<file path="src/rtl/xor_result_misr_pkg.sv">
// Shared definitions for the XOR result MISR: word width, feedback polynomial
// and state encodings. Also used by the misr_step sub-module.
package xor_result_misr_pkg;

    localparam int          WORD_WIDTH = 20;
    localparam logic [19:0] MISR_POLY  = 20'h00009;

    typedef enum logic [1:0] {
        ST_IDLE = 2'd0,
        ST_RUN  = 2'd1,
        ST_DONE = 2'd2
    } state_e;

endpackage

</file>
<file path="src/rtl/xor_result_misr_if.sv">
// Handshake and status bundle between a result producer and the MISR checker.
// XOR_MISR_TIMEOUT_EN adds the timeout status line.
interface xor_result_misr_if #(
    parameter int WIDTH = 20,
    parameter int CNT_W = 16
);
    logic             start;
    logic             in_valid;
    logic             in_ready;
    logic [WIDTH-1:0] in_data;
    logic [WIDTH-1:0] expected_sig;
    logic [WIDTH-1:0] signature;
    logic [CNT_W-1:0] word_count;
    logic             busy;
    logic             done;
    logic             pass;
`ifdef XOR_MISR_TIMEOUT_EN
    logic             timeout;
`endif

    modport master (
`ifdef XOR_MISR_TIMEOUT_EN
        input  timeout,
`endif
        output start, in_valid, in_data, expected_sig,
        input  in_ready, signature, word_count, busy, done, pass
    );

    modport slave (
`ifdef XOR_MISR_TIMEOUT_EN
        output timeout,
`endif
        input  start, in_valid, in_data, expected_sig,
        output in_ready, signature, word_count, busy, done, pass
    );

endinterface

</file>
<file path="src/rtl/xor_result_misr_misr_step.sv">
// One MISR compaction step: shift left, fold the dropped MSB back through POLY,
// then XOR in the new data word. Purely combinational.
module misr_step
    import xor_result_misr_pkg::*;
#(
    parameter int               WIDTH = WORD_WIDTH,
    parameter logic [WIDTH-1:0] POLY  = MISR_POLY
) (
    input  logic [WIDTH-1:0] i_sig,
    input  logic [WIDTH-1:0] i_data,
    output logic [WIDTH-1:0] o_next_sig
);

    logic [WIDTH-1:0] w_feedback;

    assign w_feedback = i_sig[WIDTH-1] ? POLY : {WIDTH{1'b0}};
    assign o_next_sig = {i_sig[WIDTH-2:0], 1'b0} ^ w_feedback ^ i_data;

endmodule

</file>
<file path="src/rtl/xor_result_misr.sv">
// Response checker: compacts NUM_WORDS result words into a MISR and flags pass
// when the final signature matches expected_sig. XOR_MISR_TIMEOUT_EN adds an idle timeout.
module xor_result_misr
    import xor_result_misr_pkg::*;
#(
    parameter int               WIDTH     = WORD_WIDTH,
    parameter logic [WIDTH-1:0] POLY      = MISR_POLY,
    parameter logic [WIDTH-1:0] SEED      = {WIDTH{1'b0}},
    parameter int               NUM_WORDS = 10,
    parameter int               CNT_W     = 16
`ifdef XOR_MISR_TIMEOUT_EN
    ,
    parameter int               TIMEOUT   = 64
`endif
) (
    input  logic              clk,
    input  logic              rst,
    xor_result_misr_if.slave  bus
);

    state_e           r_state;
    state_e           w_state_nxt;
    logic [WIDTH-1:0] r_sig;
    logic [WIDTH-1:0] w_sig_nxt;
    logic [WIDTH-1:0] w_step_sig;
    logic [CNT_W-1:0] r_cnt;
    logic [CNT_W-1:0] w_cnt_nxt;
    logic             r_pass;
    logic             w_pass_nxt;
    logic             r_busy;
    logic             r_done;
    logic             r_in_ready;
    logic             w_accept;
    logic             w_last;
    logic             w_restart;
    logic             w_timeout_hit;

    // in_ready is a registered copy of "state is RUN", so it doubles as the accept qualifier
    assign w_accept  = bus.in_valid && r_in_ready;
    assign w_last    = (r_cnt == CNT_W'(NUM_WORDS - 1));
    assign w_restart = bus.start && (r_state != ST_RUN);

    misr_step #(
        .WIDTH (WIDTH),
        .POLY  (POLY)
    ) u_step (
        .i_sig      (r_sig),
        .i_data     (bus.in_data),
        .o_next_sig (w_step_sig)
    );

`ifdef XOR_MISR_TIMEOUT_EN
    localparam int             TO_W     = $clog2(TIMEOUT) + 1;
    localparam logic [TO_W-1:0] IDLE_MAX = TO_W'(TIMEOUT - 1);

    logic [TO_W-1:0] r_idle;
    logic            r_timeout;

    assign w_timeout_hit = (r_idle == IDLE_MAX);

    // Idle-cycle counter and sticky timeout flag for the current run
    always_ff @(posedge clk or posedge rst) begin
        if (rst) begin
            r_idle    <= {TO_W{1'b0}};
            r_timeout <= 1'b0;
        end else if (w_restart) begin
            r_idle    <= {TO_W{1'b0}};
            r_timeout <= 1'b0;
        end else if (r_state == ST_RUN && !w_accept) begin
            r_idle    <= r_idle + TO_W'(1'b1);
            r_timeout <= r_timeout | w_timeout_hit;
        end else begin
            r_idle    <= {TO_W{1'b0}};
            r_timeout <= r_timeout;
        end
    end

    assign bus.timeout = r_timeout;
`else
    assign w_timeout_hit = 1'b0;
`endif

    // Next-state, signature, counter and pass computation
    always_comb begin
        w_state_nxt = r_state;
        w_sig_nxt   = r_sig;
        w_cnt_nxt   = r_cnt;
        w_pass_nxt  = r_pass;
        case (r_state)
            ST_IDLE, ST_DONE: begin
                if (bus.start) begin
                    w_state_nxt = ST_RUN;
                    w_sig_nxt   = SEED;
                    w_cnt_nxt   = {CNT_W{1'b0}};
                    w_pass_nxt  = 1'b0;
                end else begin
                    w_state_nxt = r_state;
                end
            end
            ST_RUN: begin
                if (w_accept) begin
                    w_sig_nxt = w_step_sig;
                    w_cnt_nxt = r_cnt + CNT_W'(1'b1);
                    if (w_last) begin
                        // pass is judged on the signature that includes the final word
                        w_state_nxt = ST_DONE;
                        w_pass_nxt  = (w_step_sig == bus.expected_sig);
                    end else begin
                        w_state_nxt = ST_RUN;
                    end
                end else if (w_timeout_hit) begin
                    w_state_nxt = ST_DONE;
                    w_pass_nxt  = 1'b0;
                end else begin
                    w_state_nxt = ST_RUN;
                end
            end
            default: begin
                w_state_nxt = ST_IDLE;
            end
        endcase
    end

    // State, datapath and decoded status flags, all registered
    always_ff @(posedge clk or posedge rst) begin
        if (rst) begin
            r_state    <= ST_IDLE;
            r_sig      <= SEED;
            r_cnt      <= {CNT_W{1'b0}};
            r_pass     <= 1'b0;
            r_busy     <= 1'b0;
            r_done     <= 1'b0;
            r_in_ready <= 1'b0;
        end else begin
            r_state    <= w_state_nxt;
            r_sig      <= w_sig_nxt;
            r_cnt      <= w_cnt_nxt;
            r_pass     <= w_pass_nxt;
            r_busy     <= (w_state_nxt == ST_RUN);
            r_done     <= (w_state_nxt == ST_DONE);
            r_in_ready <= (w_state_nxt == ST_RUN);
        end
    end

    assign bus.signature  = r_sig;
    assign bus.word_count = r_cnt;
    assign bus.pass       = r_pass;
    assign bus.busy       = r_busy;
    assign bus.done       = r_done;
    assign bus.in_ready   = r_in_ready;

endmodule

</file>
<file path="src/flat_wrapper.sv">
// flat-port wrapper written by rule: the top's interface ports become plain ports
module xor_result_misr_flat import xor_result_misr_pkg::*;
#(
    parameter int               WIDTH     = WORD_WIDTH,
    parameter logic [WIDTH-1:0] POLY      = MISR_POLY,
    parameter logic [WIDTH-1:0] SEED      = {WIDTH{1'b0}},
    parameter int               NUM_WORDS = 10,
    parameter int               CNT_W     = 16

)
  (clk, rst, bus_start, bus_in_valid, bus_in_data, bus_expected_sig, bus_in_ready, bus_signature, bus_word_count, bus_busy, bus_done, bus_pass);
  xor_result_misr_if #(.WIDTH(WIDTH), .CNT_W(CNT_W)) bus_i ();
  input  logic clk;
  input  logic rst;
  input wire logic [$bits(bus_i.start)-1:0] bus_start;
  input wire logic [$bits(bus_i.in_valid)-1:0] bus_in_valid;
  input wire logic [$bits(bus_i.in_data)-1:0] bus_in_data;
  input wire logic [$bits(bus_i.expected_sig)-1:0] bus_expected_sig;
  output wire logic [$bits(bus_i.in_ready)-1:0] bus_in_ready;
  output wire logic [$bits(bus_i.signature)-1:0] bus_signature;
  output wire logic [$bits(bus_i.word_count)-1:0] bus_word_count;
  output wire logic [$bits(bus_i.busy)-1:0] bus_busy;
  output wire logic [$bits(bus_i.done)-1:0] bus_done;
  output wire logic [$bits(bus_i.pass)-1:0] bus_pass;
  assign bus_i.start = bus_start;
  assign bus_i.in_valid = bus_in_valid;
  assign bus_i.in_data = bus_in_data;
  assign bus_i.expected_sig = bus_expected_sig;
  assign bus_in_ready = bus_i.in_ready;
  assign bus_signature = bus_i.signature;
  assign bus_word_count = bus_i.word_count;
  assign bus_busy = bus_i.busy;
  assign bus_done = bus_i.done;
  assign bus_pass = bus_i.pass;
  xor_result_misr #(.WIDTH(WIDTH), .POLY(POLY), .SEED(SEED), .NUM_WORDS(NUM_WORDS), .CNT_W(CNT_W)) u_core (.clk(clk), .rst(rst), .bus(bus_i));
endmodule
</file>
<file path="config.mk">
export PLATFORM = sky130hd
export DESIGN_NAME = xor_result_misr_flat
export DESIGN_NICKNAME = d
export VERILOG_FILES = /design/src/rtl/xor_result_misr_pkg.sv /design/src/rtl/xor_result_misr_if.sv /design/src/rtl/xor_result_misr_misr_step.sv /design/src/rtl/xor_result_misr.sv /design/src/flat_wrapper.sv
export SDC_FILE = /design/constraint.sdc
export NUM_CORES = 1
export LEC_CHECK = 0
export CAP_MARGIN = 20
export CORE_AREA = 2 2 87 89
export CTS_BUF_LIST = sky130_fd_sc_hd__clkbuf_8
export CTS_CLUSTER_DIAMETER = 40
export CTS_CLUSTER_SIZE = 30
export DETAILED_ROUTE_END_ITERATION = 12
export DIE_AREA = 0 0 89 91
export GPL_ROUTABILITY_DRIVEN = 0
export PLACE_DENSITY = 0.69
export SLEW_MARGIN = 20
export SYNTH_ARGS = -nofsm -noshare
export SYNTH_HDL_FRONTEND = slang
export SYNTH_SLANG_ARGS = --single-unit
</file>
<file path="constraint.sdc">
create_clock -name clk -period 1.8 [get_ports clk]
set_input_delay 0.27 -clock clk [delete_from_list [all_inputs] [get_ports clk]]
set_output_delay 0.27 -clock clk [all_outputs]
set_load 0.03 [all_outputs]
</file>
==> impl_metrics.env <==
export IMPL_p_leak_nw=1.89
export IMPL_root_buffer="clkbuf_8"
export IMPL_first_pass_iters=4
export IMPL_synth_area_top_cells="dfrtp_1 (42%), xnor3_1 (14%), xnor2_1 (7.9%)"
export IMPL_setup_viol=2
export IMPL_viasPerCell=4.95
export IMPL_core_area_mm2=0.00714
export IMPL_dp_final_hpwl_mm=5.07
export IMPL_drive_gt1_share_pct=26.0
export IMPL_grt_max_degree=45
export IMPL_via_count=2281
export IMPL_path_cells="clkdlybuf4s50_1 > xor3_1 > or4_1 > or4_4 > o31ai_4"
export IMPL_period_share_pct=109
export IMPL_finalMaxSlewViolations=0
export IMPL_relSlewSlack_pct=62.4
export IMPL_cp_start_kind="input pin"
export IMPL_chipWidth_um=89
export IMPL_path_buf_inv=1
export IMPL_cts_tree="built"
export IMPL_fin_skew_ps=4.16
export IMPL_irDropWorstVdd_mv=0.785
export IMPL_hold_viol=0
export IMPL_antenna_found_initial=0
export IMPL_min_path_type="input pin to asynchronous set/reset pin"
export IMPL_cpPeakStageDelay_ps=500
export IMPL_netlist_area_mm2=0.00244
export IMPL_area_delta_synth_final_pct=67.2
export IMPL_place_inst=448
export IMPL_clk_pin_slew_ps=80
export IMPL_yosys_top_cells_count="dfrtp_1 (41), o21ai_0 (31), nand3_1 (26), xnor2_1 (22), xnor3_1 (15)"
export IMPL_critPathTopFamily="simple AND/OR/NAND/NOR gates"
export IMPL_ys_flop_type="dfrtp_1"
export IMPL_ys_types=32
export IMPL_failed_checks="setup timing"
export IMPL_h_tree_depth=2
export IMPL_async_flop_share_pct=100
export IMPL_stdcell_count=461
export IMPL_synth_top_area_share_pct=42.0
export IMPL_grt_remaining_overflow=0
export IMPL_grt_pass1_vias=2246
export IMPL_critPathKind="input pin to flop"
export IMPL_grt_pass1_wl_mm=10.9
export IMPL_p_per_area_mw_per_mm2=1350
export IMPL_clk_latency_ps=300
export IMPL_arrival_ps=2170
export IMPL_first_iter_violations=41
export IMPL_port_buffers=83
export IMPL_ys_seq_elements=41
export IMPL_track_usage_pct=17.2
export IMPL_rsz0062_at_grt="yes"
export IMPL_yosysWarnings=0
export IMPL_post_synth_top_count_cell="dfrtp_1"
export IMPL_die_area_mm2=0.00810
export IMPL_ys_seq_area_share_pct=42.0
export IMPL_die_h_um=91
export IMPL_max_cap_viol_count=0
export IMPL_antenna_cells=0
export IMPL_tns_ps=-164
export IMPL_max_clock_freq_mhz=512
export IMPL_cts_made_buffers=5
export IMPL_setup_worst_path_end_class="flop"
export IMPL_nNetsFinal=407
export IMPL_io_pins=84
export IMPL_syn_inst=223
export IMPL_cp_slowest_cell="or4_1"
export IMPL_wire_per_inst_um=14.8
export IMPL_synth_edf_count=0
export IMPL_syn_nets=269
export IMPL_final_antenna_net_count=0
export IMPL_cts_max_path_buffers=2
export IMPL_drc_errors=0
export IMPL_tightest_slew_ps=562
export IMPL_placementRows=31
export IMPL_layout_setup_ws_ps=-153
export IMPL_status="finished, violations left"
export IMPL_synth_top_cell_by_area="dfrtp_1"
export IMPL_path_max_fanout=1
export IMPL_initial_utilization_pct=34.2
export IMPL_wl_mm=6.81
export IMPL_cts_sinks=41
export IMPL_period_needed_ps=1950
export IMPL_syn_area_per_cell_um2=10.9
export IMPL_critical_path_required_ps=2020
[path summary, 6_finish.rpt]
| kind | startpoint | to | slack, ps | cells past startpoint |
|---|---|---|---|---|
| setup / recovery | bus_expected_sig[8] | u_core.bus.pass$_DFFE_PP0P_ | -150 | 5 |
| hold / removal | rst | u_core.bus.signature[9]$_DFFE_PP0P_ | 270 | 2 |
| setup reg to reg | u_core.bus.signature[12]$_DFFE_PP0P_ | u_core.bus.pass$_DFFE_PP0P_ | -150 | 4 |
| hold reg to reg | u_core.bus.signature[9]$_DFFE_PP0P_ | u_core.bus.signature[9]$_DFFE_PP0P_ | 570 | 2 |
| max in group asynchronous | rst | u_core.bus.word_count[2]$_DFFE_PP0P_ | 1040 | 3 |
| min in group clk | bus_in_data[8] | u_core.bus.signature[8]$_DFFE_PP0P_ | 300 | 3 |
[final cells by class]
type                    instances  area, um2
clock buffers                   6       82.6
clock inverters                 2       37.5
fillers                       625       3050
inverters                       3       11.3
multi-input cells             167       1450
flip-flops and latches         41       1030
well taps                      99        124
repair buffers                143       1350
[per-stage QoR]
stage / hold WS (ps) / utilization, % / power [mW] / area [um2] / setup slack (ps)
after floorplan: 460 / - / 3.30 / 2470 / -72.5
after global placement: 531 / 53.2 / 4.68 / 3800 / -624
after detailed placement: 558 / 53.2 / 4.73 / 3800 / -636
after CTS: 271 / 55.0 / 5.57 / 3930 / -231
after global routing: 294 / 57.2 / 5.87 / 4080 / -212
final: 266 / 57.2 / 5.52 / 4080 / -153
[repair_timing]
action	in CTS	in global routing
resized for setup	2	35
pin swaps	3	11
hold buffers	0	0
endpoints found under the setup margin	7	20
setup buffers	0	5
endpoints found under the hold margin	0	0
[metal layers]
metal	wire length (um)	GRT usage, %	vias up
li1	-	-	1098
met1	2970	23.2	1093
met2	3320	27.2	79
met3	401	4.09	11
met4	116	5.35	0
met5	0	0	-
[cells by family (layout without fill, tap and decap cells)]
| kind of cell | after synthesis | in the layout | synth area share (%) |
|---|---|---|---|
| buffers and inverters | 15 | 154 | 2.51 |
| xor gates and xnor gates | 45 | 45 | 26.4 |
| DFF | 41 | 41 | 42.0 |
| AOI/OAI and AO/OA | 50 | 50 | 11.5 |
| adders and majority gates | 2 | 2 | 1.02 |
| and+or+nand+nor | 70 | 70 | 16.5 |
[cells in the final DEF, fill, tap and decap left out, types with 2 or more instances in the layout]
cell type	instances
ha_1	2
a21oi_1	4
nand4_1	8
nor2_1	7
o21ai_0	31
buf_6	3
dfrtp_1	34
xor3_1	3
or4_1	3
nand2_1	5
nor4_1	2
or4_4	4
dlymetal6s2s_1	12
clkbuf_8	6
nand3_1	25
buf_4	55
xnor3_1	15
xor2_1	4
or3_1	4
clkdlybuf4s50_1	70
or3_4	2
inv_1	2
xnor2_1	22
buf_12	2
a21oi_2	5
nand2b_1	2
dfrtp_2	7
o31ai_1	4
[state kept, by name, indices dropped and copies added (netlist names)]
register	flops
u_core.bus.pass	1
u_core.bus.signature	20
u_core.bus.done	1
u_core.r_state	2
u_core.bus.busy	1
u_core.bus.word_count	16
[power by group]
part           internal [mW]  total [mW]  switching (mW)  leakage (nW)
Clock                  0.451       0.794           0.342        0.0574
Combinational           1.72        3.25            1.53          1.31
Sequential              1.22        1.48           0.263         0.521
Total                   3.39        5.52            2.13          1.89
Power figures use the tool's default switching activity.
